$ cat src/rtl/uart_rx.sv
// UART 8N1 receiver: single mid-bit sample per bit from a BAUD_DIV divider,
// one-entry valid/ready output buffer, single-cycle framing/overrun pulses.
module uart_rx #(
   parameter int unsigned BAUD_DIV = 868
) (
   input  logic       clk,
   input  logic       resetn,
   input  logic       rx,
   output logic [7:0] out_data,
   output logic       out_valid,
   input  logic       out_ready,
   output logic       frame_err,
   output logic       overrun_err,
   output logic       busy
);

   localparam int unsigned HALF_DIV = BAUD_DIV / 2;

   typedef enum logic [1:0] {IDLE, START, DATA, STOP} state_t;

   state_t      state, state_nxt;
   logic        rx_meta, rx_s, rx_d;
   logic        fall;
   logic [31:0] div_cnt;
   logic [2:0]  bit_cnt;
   logic [7:0]  shift;
   logic        half_hit, baud_hit;
   logic        stop_ok, stop_bad;

   // Sync flops reset to the idle-high line level so reset never looks like a start edge.
   always_ff @(posedge clk or negedge resetn) begin
      if (!resetn) begin
         rx_meta <= 1'b1;
         rx_s    <= 1'b1;
         rx_d    <= 1'b1;
      end else begin
         rx_meta <= rx;
         rx_s    <= rx_meta;
         rx_d    <= rx_s;
      end
   end

   assign fall     = rx_d & ~rx_s;
   assign half_hit = (div_cnt == 32'(HALF_DIV - 1));
   assign baud_hit = (div_cnt == 32'(BAUD_DIV - 1));

   always_ff @(posedge clk or negedge resetn) begin
      if (!resetn) state <= IDLE;
      else         state <= state_nxt;
   end

   always_comb begin
      state_nxt = state;
      case (state)
         IDLE:  if (fall) state_nxt = START;
         START: if (half_hit) state_nxt = rx_s ? IDLE : DATA;
         DATA:  if (baud_hit && bit_cnt == 3'd7) state_nxt = STOP;
         STOP:  if (baud_hit) state_nxt = IDLE;
         default: state_nxt = IDLE;
      endcase
   end

   always_comb begin
      busy     = (state != IDLE);
      stop_ok  = (state == STOP) && baud_hit && rx_s;
      stop_bad = (state == STOP) && baud_hit && !rx_s;
   end

   always_ff @(posedge clk or negedge resetn) begin
      if (!resetn) begin
         div_cnt <= '0;
         bit_cnt <= '0;
         shift   <= '0;
      end else begin
         case (state)
            IDLE: if (fall) div_cnt <= '0;
            START: begin
               if (half_hit) begin
                  div_cnt <= '0;
                  bit_cnt <= '0;
               end else begin
                  div_cnt <= div_cnt + 32'd1;
               end
            end
            DATA: begin
               if (baud_hit) begin
                  div_cnt <= '0;
                  shift   <= {rx_s, shift[7:1]};
                  bit_cnt <= bit_cnt + 3'd1;
               end else begin
                  div_cnt <= div_cnt + 32'd1;
               end
            end
            STOP: begin
               if (baud_hit) div_cnt <= '0;
               else          div_cnt <= div_cnt + 32'd1;
            end
            default: div_cnt <= '0;
         endcase
      end
   end

   // A completing byte may refill the buffer in the same cycle the old byte is taken.
   always_ff @(posedge clk or negedge resetn) begin
      if (!resetn) begin
         out_data    <= '0;
         out_valid   <= 1'b0;
         frame_err   <= 1'b0;
         overrun_err <= 1'b0;
      end else begin
         frame_err   <= stop_bad;
         overrun_err <= 1'b0;
         if (stop_ok) begin
            if (!out_valid || out_ready) begin
               out_data  <= shift;
               out_valid <= 1'b1;
            end else begin
               overrun_err <= 1'b1;
            end
         end else if (out_valid && out_ready) begin
            out_valid <= 1'b0;
         end
      end
   end

endmodule
$ cat config.mk
export PLATFORM = sky130hd
export DESIGN_NAME = uart_rx
export DESIGN_NICKNAME = d
export VERILOG_FILES = /design/src/rtl/uart_rx.sv
export SDC_FILE = /design/constraint.sdc
export NUM_CORES = 1
export LEC_CHECK = 0
export CAP_MARGIN = 20
export CORE_AREA = 3 3 76 150
export DETAILED_ROUTE_END_ITERATION = 10
export DIE_AREA = 0 0 79 153
export PLACE_DENSITY = 0.47
export SLEW_MARGIN = 20
export SYNTH_ARGS = -nofsm -noshare
export SYNTH_HDL_FRONTEND = slang
export SYNTH_SLANG_ARGS = --single-unit
$ cat constraint.sdc
create_clock -name clk -period 2.4 [get_ports clk]
set_clock_uncertainty 0.05 [all_clocks]
set_input_delay 0.48 -clock clk [delete_from_list [all_inputs] [get_ports clk]]
set_output_delay 0.48 -clock clk [all_outputs]
set_load 0.1 [all_outputs]
==> results of run 1 <==
[routing by layer]
layer / global-route usage / wire length (microns)
met1: 0.149 / 3080
met2: 0.260 / 4310
met3: 0.0271 / 201
met4: 0.0680 / 209
met5: 0 / 0
[power by group]
group | switching (mW) | total [mW] | leakage, nW | internal [mW]
sequential | 0.0429 | 1.07 | 0.810 | 1.03
clock | 0.458 | 1.36 | 0.147 | 0.903
combinational | 0.428 | 0.607 | 0.715 | 0.179
total | 0.928 | 3.04 | 1.67 | 2.11
[state kept, by name (all words and copies together) (netlist names), named ones only]
register	cells
bit_cnt	3
div_cnt	32
frame_err	1
out_data	8
out_valid	1
overrun_err	1
rx_d	1
rx_meta	1
rx_s	1
shift	8
state	1
[worst max-delay path, cell delays in order (launching register included)]
cell and delay [ps]:
dfrtp_1 480, nor4_1 440, nand4_1 140, buf_4 200, a2111oi_0 470, mux2_2 380
[worst max path at each step]
| stage | start | to | slack, ps |
|---|---|---|---|
| final | div_cnt[10] | flop | 130 |
| after global routing | div_cnt[0] | out_data[7] | 3 |
| after CTS | div_cnt[0] | out_data[7] | 120 |
| after detailed placement | div_cnt[0] | out_data[0] | 140 |
| after global placement | div_cnt[26] | flop | 160 |
| after floorplan | flop | busy | 210 |
[cells by family after synthesis]
kind of cell / after synthesis
AOI/OAI and AO/OA: 52
adders and majority gates: 4
buffers and inverters: 23
DFF: 59
muxes: 19
and+or+nand+nor: 151
[stage by stage]
stage	instance area, sq um	cells	power [mW]
after detailed placement	3420	458	1.71
final	3740	474	3.04
after global placement	3420	458	1.69
after global routing	3740	474	3.20
after floorplan	3080	308	1.47
after CTS	3740	474	3.09
[final cells by class]
| type | count | area, sq um |
|---|---|---|
| Sequential cell | 59 | 1480 |
| Clock buffer | 9 | 225 |
| Fill cell | 1118 | 6740 |
| Timing Repair Buffer | 31 | 260 |
| Inverter | 5 | 18.8 |
| Clock inverter | 7 | 92.6 |
| Tap cell | 137 | 171 |
| Multi-Input combinational cell | 226 | 1490 |
[layout by cell type, fill, tap and decap left out, types with 2 or more instances in the layout]
master | Yosys | layout
dfrtp_1 | 56 | 56
nand2_1 | 43 | 43
nand3_1 | 30 | 30
buf_4 | 3 | 26
mux2_2 | 18 | 18
nor2_1 | 16 | 16
nand4_1 | 11 | 11
nor4_1 | 10 | 10
clkbuf_16 | 0 | 9
o21ai_0 | 7 | 7
and3_1 | 7 | 7
o311ai_0 | 6 | 6
o31ai_1 | 6 | 6
or3_1 | 5 | 5
and2_1 | 5 | 5
a31oi_1 | 5 | 5
inv_1 | 4 | 4
nand2b_1 | 4 | 4
nand4b_1 | 4 | 4
a21o_1 | 4 | 4
ha_1 | 4 | 4
a21oi_1 | 3 | 3
o211ai_1 | 3 | 3
a22o_1 | 3 | 3
nor3_1 | 3 | 3
clkinvlp_4 | 0 | 3
dfstp_2 | 3 | 3
or4_4 | 2 | 2
nor4_4 | 2 | 2
or4_1 | 2 | 2
and4_1 | 2 | 2
a31o_2 | 2 | 2
bufinv_16 | 0 | 2
clkinv_2 | 0 | 2
clkdlybuf4s50_1 | 0 | 2
buf_12 | 0 | 2
==> run_results.csv, run 1 <==
group,metric,value,unit
clock_network,cts_post_setup_buffers_inserted,0,
global_routing,grt_util_all_layers,0.141,
clock_network,clk_root_buffer_cell,"clkbuf_16",
worst_hold_path,min_path_type,"primary input to async pin",
sta,slew_headroom,0.398,
synth,postSynthRegisterBits,59,
worst_setup_path,worstSetupStartpointType,"flop",
synth,synth_top_family_by_area,"simple AND/OR/NAND/NOR gates",
synth,postSynth.topFlopCell,"dfrtp_1",
floorplan,design.portCount,16,
pwr,power_leakage,1.67,nW
layout,final_layout_size_suffix_gt1_frac,0.223,
sta,setup_viol,0,
floorplan,coreArea,0.0105,sq mm
global_routing,grt_first_pass_wirelength,13300,microns
drt,vias,2471,
clock_network,cts_tree,"yes",
synth,synth_top_area_frac,0.455,
clock_network,clockBufferDepth,2,
sta,fmaxAchievable,0.441,GHz
clock_network,cts.sink_count,59,
synth,count_of_flip_flops_with_a_built_in_enable_after_synthesis,0,
place,setup_slack_at_placement,140,ps
sta,final_max_slew_viol_count,0,
worst_setup_path,reg2reg_from,"div_cnt[10]",
place,dp_hpwl,5400,microns
place,finalWeightedCongestion,0.814,
synth,ys_seq_area_frac,0.480,
synth,compound_cell_area_share_of_the_yosys_netlist,0.128,
synth,synthesis.area_per_instance,10.0,sq um
sta,hold_viol,0,
layout,nNetsFinal,340,
global_routing,globalRouteOverflowTotal,0,
synth,synth-warning-count,0,
drt,drtAntennaViolNets,0,
synth,postSynth.asyncResetShare,1.00,
clock_network,worstSkewPairLatency,330,ps
clock_network,cells_resized_by_post_cts_repair,0,
floorplan,initial_utilization,0.294,
worst_setup_path,worst_r2r_path_depth,5,
worst_setup_path,worstSetupEndpointType,"flop",
synth,synthesis.nets,316,
job,max-cap-violations,0,
sta,worst_slew_pin_slew,898,ps
pwr,power_per_cell_area,814,mW/mm^2
sta,worst_hold_slack,113,ps
place,place.port_buffers,15,
synth,post_synth_and_or_nand_nor_area_fraction,0.270,
global_routing,antenna_violations_before_repair,0,
synth,synth.distinct_cells,54,
layout,flow.area_growth_from_synthesis,21.3,%
synth,synth_area,0.00308,sq mm
drt,avgViaCountPerCell,5.21,
floorplan,fp.dieArea,0.0121,sq mm
synth,synth_commonest_cells,"56 x dfrtp_1, 43 x nand2_1, 30 x nand3_1",
layout,antenna_cells,0,
clock_network,htree_num_levels,3,
synth,synth_xor_xnor_area_share,0,
worst_setup_path,reg2reg_setup_slack,130,ps
floorplan,chipWidth,79,microns
global_routing,grt_pass1_vias,2649,
worst_setup_path,worst-endpoint-required,2560,ps
sta,setup_total_negative_slack,0,ps
pwr,irDropWorstVdd,0.000627,V
synth,synth.most_common_cell,"dfrtp_1",
drt,wirelength,7800,microns
synth,yosys-mux-area-fraction,0.0690,
global_routing,grt_start_max_net_pins,60,
sta,fin_crit,2270,ps
clock_network,clkSlewWorstSetupHoldPaths,50,ps
worst_setup_path,worst-path-max-fanout,7,
synth,netlist_instances,308,
layout,post-route-util,0.357,
worst_setup_path,critPathArrivalTime,2430,ps
synth,synth.top_cells.by_area,"dfrtp_1 45%, mux2_2 6.6%, nand2_1 5.2%",
drt,drt-pass1-iter-count,4,
drt,drt_drc_violations_left,0,
worst_setup_path,setup.worst_path.class,"flop to flop",
synth,synthDominantAreaCellType,"dfrtp_1",
synth,yosys.area_share.adder,0.0162,
outcome,outcome,"completed",
clock_network,hold_fix_buffer_count_after_cts,0,
sta,crit_share_post_route,0.944,
drt,route.detailed.wl_per_inst,16.5,microns
clock_network,cts_inserted_buffers,9,
floorplan,dieHeight,153,microns
floorplan,num_rows,53,
sta,finalWorstSetupSlack,133,ps
drt,detail_route.iter0.violations,147,
sta,rsz0062_at_grt,"false",
Power figures use the tool's default switching activity.
==> inputs of run 2 (changes only) <==
- RECOVER_POWER: unset -> 50
==> run 2 against run 1 <==
Against the previous run:
- the flow now finishes with violations (max-capacitance violations, max-slew violations)
- maximum frequency shrank 0.28%
- clock power about the same
- global-route usage unchanged
- via count up 1.9%
- sequential cell count did not move
- power about the same
- sequential share of layout area is 0.24 points higher
- first-iteration DRC count increased by 35%
- critical path depth stayed put
- hold slack improved by 190 ps
==> run_results.csv, run 2 (synthesized netlist as in run 1, its figures left out) <==
group,metric,value,unit
outcome,outcome,"complete, but fails checks",
outcome,violations,"max-capacitance violations, max-slew violations",
place,finalWeightedCongestion,0.814,
drt,drt-pass1-iter-count,6,
layout,final_common_cell,"dfrtp_1",
drt,drt_drc_violations_left,0,
pwr,power_leakage,1.66,nW
pwr,power_switching_share,0.306,
global_routing,grt_util_all_layers,0.141,
place,place.port_buffers,15,
clock_network,cells_resized_by_post_cts_repair,0,
worst_setup_path,reg2reg_from,"div_cnt[10]",
worst_setup_path,timing.critical_path.slowest_stage_cell,"dfrtp_1",
layout,largest-register,"div_cnt",
pwr,combPwrFrac,0.199,
worst_hold_path,hold_start,"rx_meta",
layout,num-fill-cells,1119,
floorplan,initial_utilization,0.294,
drt,vias,2518,
worst_setup_path,cpLargestDelayFamily,"simple AND/OR/NAND/NOR gates",
floorplan,dieHeight,153,microns
clock_network,cts_post_setup_buffers_inserted,0,
sta,setup_total_negative_slack,0,ps
worst_hold_path,worst_hold_path.num_cells,0,
clock_network,cts_inserted_buffers,9,
drt,avgViaCountPerCell,5.31,
global_routing,grt_pass1_vias,2649,
sta,hold_viol,0,
sta,final_max_slew_viol_count,60,
layout,post-route-util,0.355,
floorplan,chipWidth,79,microns
sta,setup_viol,0,
worst_hold_path,endpoint_of_the_worst_hold_timing_path,"rx_s",
clock_network,clk_root_buffer_cell,"clkbuf_16",
clock_network,worstSkewPairLatency,320,ps
sta,fmaxAchievable,0.440,GHz
sta,rsz0062_at_grt,"false",
drt,route.detailed.wl_per_inst,16.5,microns
clock_network,clkSlewWorstSetupHoldPaths,50,ps
worst_setup_path,reg2reg_setup_slack,130,ps
pwr,sequential_share_of_power,0.353,
floorplan,design.portCount,16,
pwr,irDropWorstVdd,0.000626,V
pwr,totalPowerFinal,3.04,mW
layout,nNetsFinal,340,
worst_setup_path,worst-endpoint-required,2560,ps
global_routing,antenna_violations_before_repair,0,
clock_network,cts_tree,"yes",
sta,fin_crit,2270,ps
global_routing,grt_start_max_net_pins,60,
global_routing,globalRouteOverflowTotal,0,
worst_setup_path,worstSetupEndpointType,"flop",
sta,slew_headroom,-0.0111,
worst_setup_path,worst-path-max-fanout,7,
drt,detail_route.iter0.violations,199,
layout,antenna_cells,0,
floorplan,fp.dieArea,0.0121,sq mm
worst_setup_path,worstSetupStartpointType,"flop",
clock_network,hold_fix_buffer_count_after_cts,0,
sta,worst_slew_pin_slew,1520,ps
pwr,power_per_cell_area,818,mW/mm^2
sta,crit_share_post_route,0.947,
clock_network,clockBufferDepth,2,
pwr,power_report.internal_total,2.11,mW
place,dp_hpwl,5400,microns
worst_setup_path,critical-path-max-stage-delay,480,ps
worst_setup_path,worst_r2r_path_depth,5,
layout,flow.area_growth_from_synthesis,20.6,%
pwr,power_frac_clock,0.447,
worst_setup_path,cp_cell_sequence,"nor4_1 > nand4_1 > buf_4 > a2111oi_0 > mux2_2",
job,max-cap-violations,1,
layout,biggestRegsByFlops,"div_cnt (32), out_data (8), shift (8)",
worst_setup_path,cp.depth,5,
layout,mostFrequentLayoutCells,"56 x dfrtp_1, 43 x nand2_1, 30 x nand3_1",
layout,combined_area_of_the_multi_input_logic_cells,0.00149,sq mm
drt,wirelength,7840,microns
floorplan,coreArea,0.0105,sq mm
worst_setup_path,setup.worst_path.class,"flop to flop",
clock_network,cts.sink_count,59,
floorplan,num_rows,53,
worst_setup_path,worst-path-buf-inv,1,
worst_hold_path,min_path_type,"flop to flop",
layout,layout.area.seq,0.00148,sq mm
worst_setup_path,critPathArrivalTime,2430,ps
layout,largest_reg_flops,32,
global_routing,grt_first_pass_wirelength,13300,microns
layout,final_layout_size_suffix_gt1_frac,0.217,
drt,drtAntennaViolNets,0,
pwr,power.net_switching,0.930,mW
clock_network,htree_num_levels,3,
run 2: changes by cell type in the layout (fill, tap and decap cells not counted):
cell and change:
buf_4 -2, clkbuf_1 +2, dlygate4sd3_1 +1, clkdlybuf4s50_1 -1, buf_12 -1, clkbuf_2 +1
run 2: worst max path at each step:
stage	slack (ps)	endpoint	from
6_report	130	flop	div_cnt[10]
5_1_grt	3	out_data[7]	div_cnt[0]
4_1_cts	120	out_data[7]	div_cnt[0]
3_5_place_dp	140	out_data[0]	div_cnt[0]
3_3_place_gp	160	flop	div_cnt[26]
2_1_floorplan	210	busy	flop
run 2: power by group through the flow:
stage	registers, mW	logic [mW]	clock network, mW
5_1_grt	1.08	0.674	1.44
2_1_floorplan	1.08	0.397	0
3_3_place_gp	1.09	0.606	0
6_report	1.07	0.606	1.36
4_1_cts	1.07	0.618	1.40
3_5_place_dp	1.09	0.615	0
run 2: cell type report:
cell class,count,area share
multi-input combinational,226,0.401
sequential,59,0.398
timing repair buffer,31,0.0640
clock buffer,9,0.0606
tap,137,0.0461
clock inverter,7,0.0249
inverter,5,0.00505
run 2: worst reg2reg max path, cell delays in order (launching register included):
cell and delay [ps]:
dfrtp_1 480, nor4_1 440, nand4_1 140, buf_4 200
a2111oi_0 470, mux2_2 380
run 2: layer usage:
metal,vias up,part of all wire,track usage
met5,-,0,0
met1,1246,0.39,0.149
met4,0,0.027,0.0680
met3,13,0.028,0.0271
met2,48,0.55,0.260
li1,1211,-,-
run 2: metrics by stage:
| stage | hold WS (ps) | std cells | setup slack (ps) | cell area (sq um) |
|---|---|---|---|---|
| CTS | 116 | 474 | 124 | 3740 |
| floorplan | 134 | 308 | 209 | 3080 |
| global placement | 297 | 458 | 155 | 3420 |
| finish | 303 | 474 | 127 | 3720 |
| global route | 313 | 474 | 2.59 | 3720 |
| detailed placement | 297 | 458 | 140 | 3420 |
